`config.mk`:
```
export PLATFORM = sky130hd
export DESIGN_NAME = dct_quantizer
export DESIGN_NICKNAME = d
export VERILOG_FILES = /design/src/rtl/jpeg_pkg.sv /design/src/rtl/quant_lane.sv /design/src/rtl/dct_quantizer.sv
export SDC_FILE = /design/constraint.sdc
export NUM_CORES = 2
export LEC_CHECK = 0
export CORE_ASPECT_RATIO = 2
export CORE_MARGIN = 1.5
export CORE_UTILIZATION = 69
export CTS_CLUSTER_DIAMETER = 40
export DETAILED_ROUTE_END_ITERATION = 7
export PLACE_DENSITY = 0.86
export REMOVE_ABC_BUFFERS = 1
export SLEW_MARGIN = 40
export SYNTH_ARGS = -nofsm -noshare
export SYNTH_HDL_FRONTEND = slang
export SYNTH_SLANG_ARGS = --single-unit
```
`constraint.sdc`:
```
create_clock -name clk -period 14.4 [get_ports clk]
set_input_delay 1.44 -clock clk [delete_from_list [all_inputs] [get_ports clk]]
set_output_delay 1.44 -clock clk [all_outputs]
set_load 0.005 [all_outputs]
```
`src/rtl/jpeg_pkg.sv`:
```
// Shared constants for the DCT quantizer: lane geometry, FSM states and the
// JPEG luminance/chrominance quantization tables with their 1/Q reciprocals.
package jpeg_pkg;

  localparam int COEF_W  = 10;
  localparam int QOUT_W  = 8;
  localparam int LANES   = 8;
  localparam int RECIP_W = 17;

  typedef enum logic [1:0] {S_IDLE, S_READ, S_DRAIN, S_DONE} state_t;

  // Row-major 8x8 tables; entry [u*8+v] is row u, column v.
  localparam logic [0:63][7:0] LUM_Q = {
    8'd16, 8'd11, 8'd10, 8'd16, 8'd24,  8'd40,  8'd51,  8'd61,
    8'd12, 8'd12, 8'd14, 8'd19, 8'd26,  8'd58,  8'd60,  8'd55,
    8'd14, 8'd13, 8'd16, 8'd24, 8'd40,  8'd57,  8'd69,  8'd56,
    8'd14, 8'd17, 8'd22, 8'd29, 8'd51,  8'd87,  8'd80,  8'd62,
    8'd18, 8'd22, 8'd37, 8'd56, 8'd68,  8'd109, 8'd103, 8'd77,
    8'd24, 8'd35, 8'd55, 8'd64, 8'd81,  8'd104, 8'd113, 8'd92,
    8'd49, 8'd64, 8'd78, 8'd87, 8'd103, 8'd121, 8'd120, 8'd101,
    8'd72, 8'd92, 8'd95, 8'd98, 8'd112, 8'd100, 8'd103, 8'd99
  };

  localparam logic [0:63][7:0] CHR_Q = {
    8'd17, 8'd18, 8'd24, 8'd47, 8'd99, 8'd99, 8'd99, 8'd99,
    8'd18, 8'd21, 8'd26, 8'd66, 8'd99, 8'd99, 8'd99, 8'd99,
    8'd24, 8'd26, 8'd56, 8'd99, 8'd99, 8'd99, 8'd99, 8'd99,
    8'd47, 8'd66, 8'd99, 8'd99, 8'd99, 8'd99, 8'd99, 8'd99,
    8'd99, 8'd99, 8'd99, 8'd99, 8'd99, 8'd99, 8'd99, 8'd99,
    8'd99, 8'd99, 8'd99, 8'd99, 8'd99, 8'd99, 8'd99, 8'd99,
    8'd99, 8'd99, 8'd99, 8'd99, 8'd99, 8'd99, 8'd99, 8'd99,
    8'd99, 8'd99, 8'd99, 8'd99, 8'd99, 8'd99, 8'd99, 8'd99
  };

  // Evaluated at elaboration only: round(65536/Q), so no divider reaches hardware.
  function automatic logic [0:63][RECIP_W-1:0] calc_recip(input logic [0:63][7:0] q);
    logic [0:63][RECIP_W-1:0] r;
    for (int i = 0; i < 64; i++)
      r[i] = RECIP_W'((32'd65536 + 32'(q[i] >> 1)) / 32'(q[i]));
    return r;
  endfunction

  localparam logic [0:63][RECIP_W-1:0] LUM_R = calc_recip(LUM_Q);
  localparam logic [0:63][RECIP_W-1:0] CHR_R = calc_recip(CHR_Q);

  function automatic logic [RECIP_W-1:0] recip_lookup(input int sel, input logic [2:0] u,
                                                      input logic [2:0] v);
    logic [5:0] idx;
    idx = {u, v};
    case (sel)
      0:       return LUM_R[idx];
      1:       return CHR_R[idx];
      default: return RECIP_W'(65536);
    endcase
  endfunction

endpackage

```
`src/rtl/quant_lane.sv`:
```
// One coefficient lane: sign-magnitude multiply by the reciprocal, round half
// away from zero, saturate to a signed 8-bit result.
module quant_lane
  import jpeg_pkg::*;
(
  input  logic signed [COEF_W-1:0]  c,
  input  logic        [RECIP_W-1:0] r,
  output logic signed [QOUT_W-1:0]  q
);

  logic signed [COEF_W:0] cx;
  logic        [COEF_W:0] m;
  logic        [27:0]     p;
  logic        [11:0]     qm;

  function automatic logic signed [QOUT_W-1:0] sat_q(input logic neg, input logic [11:0] mag);
    logic [11:0] neg_mag;
    neg_mag = ~mag + 12'd1;
    if (!neg)
      return (mag > 12'd127) ? 8'sd127 : mag[QOUT_W-1:0];
    else
      return (mag > 12'd128) ? -8'sd128 : neg_mag[QOUT_W-1:0];
  endfunction

  // Magnitude is taken in 11 bits so -512 maps to +512 without overflow.
  always_comb begin
    cx = {c[COEF_W-1], c};
    m  = cx[COEF_W] ? $unsigned(-cx) : $unsigned(cx);
    p  = 28'(m) * 28'(r) + 28'd32768;
    qm = p[27:16];
    q  = sat_q(c[COEF_W-1], qm);
  end

endmodule

```
`src/rtl/dct_quantizer.sv`:
```
// Streams DCT coefficient rows from SRAM, quantizes each lane by the JPEG
// table entry for its (row, column), and writes 8-bit rows back out.
module dct_quantizer
  import jpeg_pkg::*;
#(
  parameter int NUM_ROWS     = 32768,
  parameter int ADDR_W       = 15,
  parameter int READ_LATENCY = 1,
  parameter int QTAB_SEL     = 0
) (
  input  logic                      clk,
  input  logic                      reset,
  input  logic                      start,
  output logic                      busy,
  output logic                      done,
  output logic                      rd_en,
  output logic [ADDR_W-1:0]         rd_addr,
  input  logic [LANES*COEF_W-1:0]   rd_data,
  output logic                      wr_en,
  output logic [ADDR_W-1:0]         wr_addr,
  output logic [LANES*QOUT_W-1:0]   wr_data
);

  localparam logic [ADDR_W-1:0] LAST = ADDR_W'(NUM_ROWS - 1);

  state_t                    state;
  logic [READ_LATENCY-1:0]   vld_p0;
  logic [ADDR_W-1:0]         addr_p0 [READ_LATENCY];
  logic                      vld_p1;
  logic [ADDR_W-1:0]         addr_p1;
  logic [LANES*COEF_W-1:0]   data_p1;
  logic [RECIP_W-1:0]        r_p1 [LANES];
  logic [LANES*QOUT_W-1:0]   q_p1;

  // Completion is keyed on the last row actually being written, not on a cycle count.
  always_ff @(posedge clk) begin
    if (reset) begin
      state   <= S_IDLE;
      busy    <= 1'b0;
      done    <= 1'b0;
      rd_en   <= 1'b0;
      rd_addr <= '0;
    end else begin
      case (state)
        S_IDLE: if (start) begin
          state   <= S_READ;
          busy    <= 1'b1;
          rd_en   <= 1'b1;
          rd_addr <= '0;
        end
        S_READ: begin
          if (rd_addr == LAST) begin
            rd_en <= 1'b0;
            state <= S_DRAIN;
          end else begin
            rd_addr <= rd_addr + ADDR_W'(1);
          end
        end
        S_DRAIN: if (wr_en && wr_addr == LAST) begin
          state <= S_DONE;
          busy  <= 1'b0;
          done  <= 1'b1;
        end
        S_DONE: begin
          done  <= 1'b0;
          state <= S_IDLE;
        end
        default: state <= S_IDLE;
      endcase
    end
  end

  // Stage p0: read-latency shift register; p1: captured row; then output registers.
  always_ff @(posedge clk) begin
    if (reset) begin
      vld_p0  <= '0;
      vld_p1  <= 1'b0;
      wr_en   <= 1'b0;
      wr_addr <= '0;
      wr_data <= '0;
    end else begin
      vld_p0[0] <= rd_en;
      for (int i = 1; i < READ_LATENCY; i++) vld_p0[i] <= vld_p0[i-1];
      vld_p1 <= vld_p0[READ_LATENCY-1];
      wr_en  <= vld_p1;
      if (vld_p1) begin
        wr_addr <= addr_p1;
        wr_data <= q_p1;
      end
    end
  end

  always_ff @(posedge clk) begin
    addr_p0[0] <= rd_addr;
    for (int i = 1; i < READ_LATENCY; i++) addr_p0[i] <= addr_p0[i-1];
    data_p1 <= rd_data;
    addr_p1 <= addr_p0[READ_LATENCY-1];
  end

  // Stage p1 -> p2: per-lane quantization; table row is the row index within the 8x8 block.
  for (genvar k = 0; k < LANES; k++) begin : g_lane
    assign r_p1[k] = recip_lookup(QTAB_SEL, addr_p1[2:0], 3'(k));
    quant_lane u_lane (
      .c (data_p1[k*COEF_W +: COEF_W]),
      .r (r_p1[k]),
      .q (q_p1[k*QOUT_W +: QOUT_W])
    );
  end

endmodule
```
==> results.json <==
{
  "synth_top_family_by_area": "adder cells",
  "yosysTopAreaCell": "fa_1",
  "r2r_cells": 27,
  "die_h_um": 357.2,
  "netlist-cell-type-count": 95,
  "via_per_inst": 6.092,
  "fp.dieW_um": 180.1,
  "avgSynthCellArea_um2": 8.566,
  "synth_compound_area_share_pct": 9.012,
  "hold_class": "reg -> reg",
  "synthAdderAreaFrac_pct": 50.50,
  "fin_crit_ps": 9235,
  "grtUsageTotal_pct": 40.82,
  "portBuffers": 180,
  "final_antenna_net_count": 0,
  "num_rows": 129,
  "cts_resized": 0,
  "wl_mm": 126.9,
  "holdPathEnd": "addr_p1[6]$_DFF_P_",
  "timing.rr.start": "addr_p1[1]$_DFF_P_",
  "rsz0062_at_grt": "no",
  "reg2reg_slack_ps": 5170,
  "finalHoldViolCount": 0,
  "ctsHoldBuffers": 0,
  "cts.clk_slew.worst_paths_ps": 70,
  "dp_hpwl_mm": 101.9,
  "setup-violations-final": 0,
  "hold_path_depth": 0,
  "cp.required_ps": 14930,
  "synth_edf_count": 0,
  "drt-wirelength-per-cell_um": 20.89,
  "num_vias": 37000,
  "cp_common_cell": "ha_1",
  "synth_mux_area_share_pct": 1.104,
  "cp-start-kind": "flip-flop",
  "worst_slew_pin_slew_ps": 984.5,
  "max_slew_margin_pct": 34.36,
  "syn-cell-area_um2": 43280,
  "cts_setup_buffers": 0,
  "yosysTopAreaCellShare_pct": 32.29,
  "worstSetupEndpointType": "flip-flop",
  "die-area_um2": 64320,
  "grt_pass1_vias": 39920,
  "fin_hold_ws_ps": 328.1,
  "slowest_delay_ps": 970,
  "violations": "DRC",
  "drt_iter0_drc": 3154,
  "cts_sinks": 212,
  "start_util_pct": 69.82,
  "status": "finished with violations",
  "layout_common_cells": "987 x inv_1, 698 x fa_1, 629 x ha_1",
  "crit_type": "reg -> reg",
  "layout-drive-gt1-share_pct": 3.783,
  "fin_crit_sh_pct": 64.13,
  "ys_top_cells_by_area": "fa_1 32%, ha_1 18%, dfxtp_1 9.8%",
  "area_growth_pct": 9.478,
  "worstPathMaxFanout": 23,
  "synth-seq-cells": 212,
  "drc": 10,
  "gp_congestion": 1.044,
  "tritoncts": "built",
  "grt_max_degree": 67,
  "timing.fmax_mhz": 108.3,
  "yosys.area_share.simple_pct": 16.75,
  "ys_seq_area_share_pct": 9.807,
  "maxCapViolations": 0,
  "cts_max_level": 1,
  "reg2reg_to": "wr_data[62]$_SDFFE_PP0P_",
  "hold_start": "addr_p0[0][6]$_DFF_P_",
  "io_pins": 181,
  "cts_buffers": 25,
  "fill_cells": 4454,
  "grt_pass1_wl_mm": 202.3,
  "crit_arrival_ps": 9770,
  "n_antenna_cell": 0,
  "antenna_found_initial": 5,
  "coreArea_um2": 61980,
  "worstSkewPairLatency_ps": 640,
  "grt-ovfl-total": 0,
  "final_nets": 6678,
  "final_common_cell": "inv_1",
  "firstDrtPassIters": 8,
  "root_buffer": "clkbuf_16",
  "fin_skew_ps": 16.81,
  "slew_viol_final": 0,
  "async_flop_share_pct": 0,
  "slowest_stage": "ha_1",
  "synth_xor_area_share_pct": 2.932,
  "fin_tns_setup_ps": 0,
  "syn_inst": 5052,
  "synth_ff_type": "dfxtp_1",
  "synth_warnings": 0,
  "clockBufferDepth": 3
}
[layer usage]
metal | track usage [%] | vias up | part of all wire [%]
li1 | - | 16260 | -
met1 | 39.81 | 17890 | 31
met2 | 70.00 | 1975 | 49
met3 | 10.15 | 865 | 8.9
met4 | 40.24 | 8 | 12
met5 | 0 | - | 0.043
[synth_stat cells (all sizes together) (20+ instances only)]
cell / number
clkbuf: 138
mux2i: 41
o21ai: 108
or2: 21
nand2b: 76
a211oi: 25
nor4: 21
nor2: 572
and3: 28
inv: 989
a21oi: 146
ha: 629
o31ai: 21
and2: 66
fa: 698
nor2b: 42
xor2: 55
nor3: 54
nand2: 568
dfxtp: 212
or3: 20
o211ai: 21
xnor2: 89
nand3: 65
a21o: 50
[state kept, by name, indices dropped and copies added (netlist names), 2 cells and up]
signal,cells
data_p1,80
addr_p1,15
state,2
wr_data,64
rd_addr,15
addr_p0,15
wr_addr,15
[logic make-up (layout without fill, tap and decap cells)]
family / count (synthesis) / after routing
AO/OA/AOI/OAI: 566 / 566
XOR/XNOR: 144 / 144
adder cells (fa/ha/maj): 1328 / 1328
buffers and inverters: 1138 / 1269
flip-flops: 212 / 212
multiplexers: 47 / 47
other: 2 / 106
AND/OR/NAND/NOR: 1615 / 1615
[critical path, delay by kind of cell, from the launching register on]
family / cells / cell delay, ps
AOI/OAI and AO/OA: 6 / 1860
xor gates and xnor gates: 1 / 230
adders and majority gates: 8 / 3390
buffers and inverters: 5 / 900
DFF: 1 / 650
muxes: 1 / 220
and+or+nand+nor: 6 / 1850
[area by class of cell]
cell class                      count  area (µm²)  area share, %
Clock inverter                     17       202.7         0.4278
Timing Repair Buffer              232        2202          4.648
Sequential cell                   212        4255          8.982
Inverter                          991        3720          7.852
Tap cell                          786       983.4          2.076
Clock buffer                       29       640.6          1.352
Multi-Input combinational cell   3806       35370          74.66
[through the flow]
stage / utilization (%) / cells / setup slack (ps) / instance area (µm²)
2_1_floorplan: - / 5009 / 5588 / 43110
6_report: 76.44 / 6073 / 5165 / 47380
3_5_place_dp: 74.96 / 6027 / 5237 / 46460
5_1_grt: 76.44 / 6073 / 4667 / 47380
3_3_place_gp: 74.68 / 6025 / 5507 / 46280
4_1_cts: 76.32 / 6073 / 5212 / 47300
[how the worst max path moves through the flow]
stage / from / to / depth (start not counted) / slack, ps
after floorplan: addr_p1[2]$_DFF_P_ / wr_data[13]$_SDFFE_PP0P_ / 25 / 5590
after global placement: addr_p1[1]$_DFF_P_ / wr_data[13]$_SDFFE_PP0P_ / 28 / 5510
after detailed placement: addr_p1[1]$_DFF_P_ / wr_data[31]$_SDFFE_PP0P_ / 27 / 5240
after CTS: addr_p1[1]$_DFF_P_ / wr_data[31]$_SDFFE_PP0P_ / 27 / 5210
after global routing: addr_p1[1]$_DFF_P_ / wr_data[13]$_SDFFE_PP0P_ / 28 / 4670
final: addr_p1[1]$_DFF_P_ / wr_data[62]$_SDFFE_PP0P_ / 27 / 5170
Power is not shown: default switching activity piles up to over one toggle a cycle in this logic, so the estimate is an artifact.
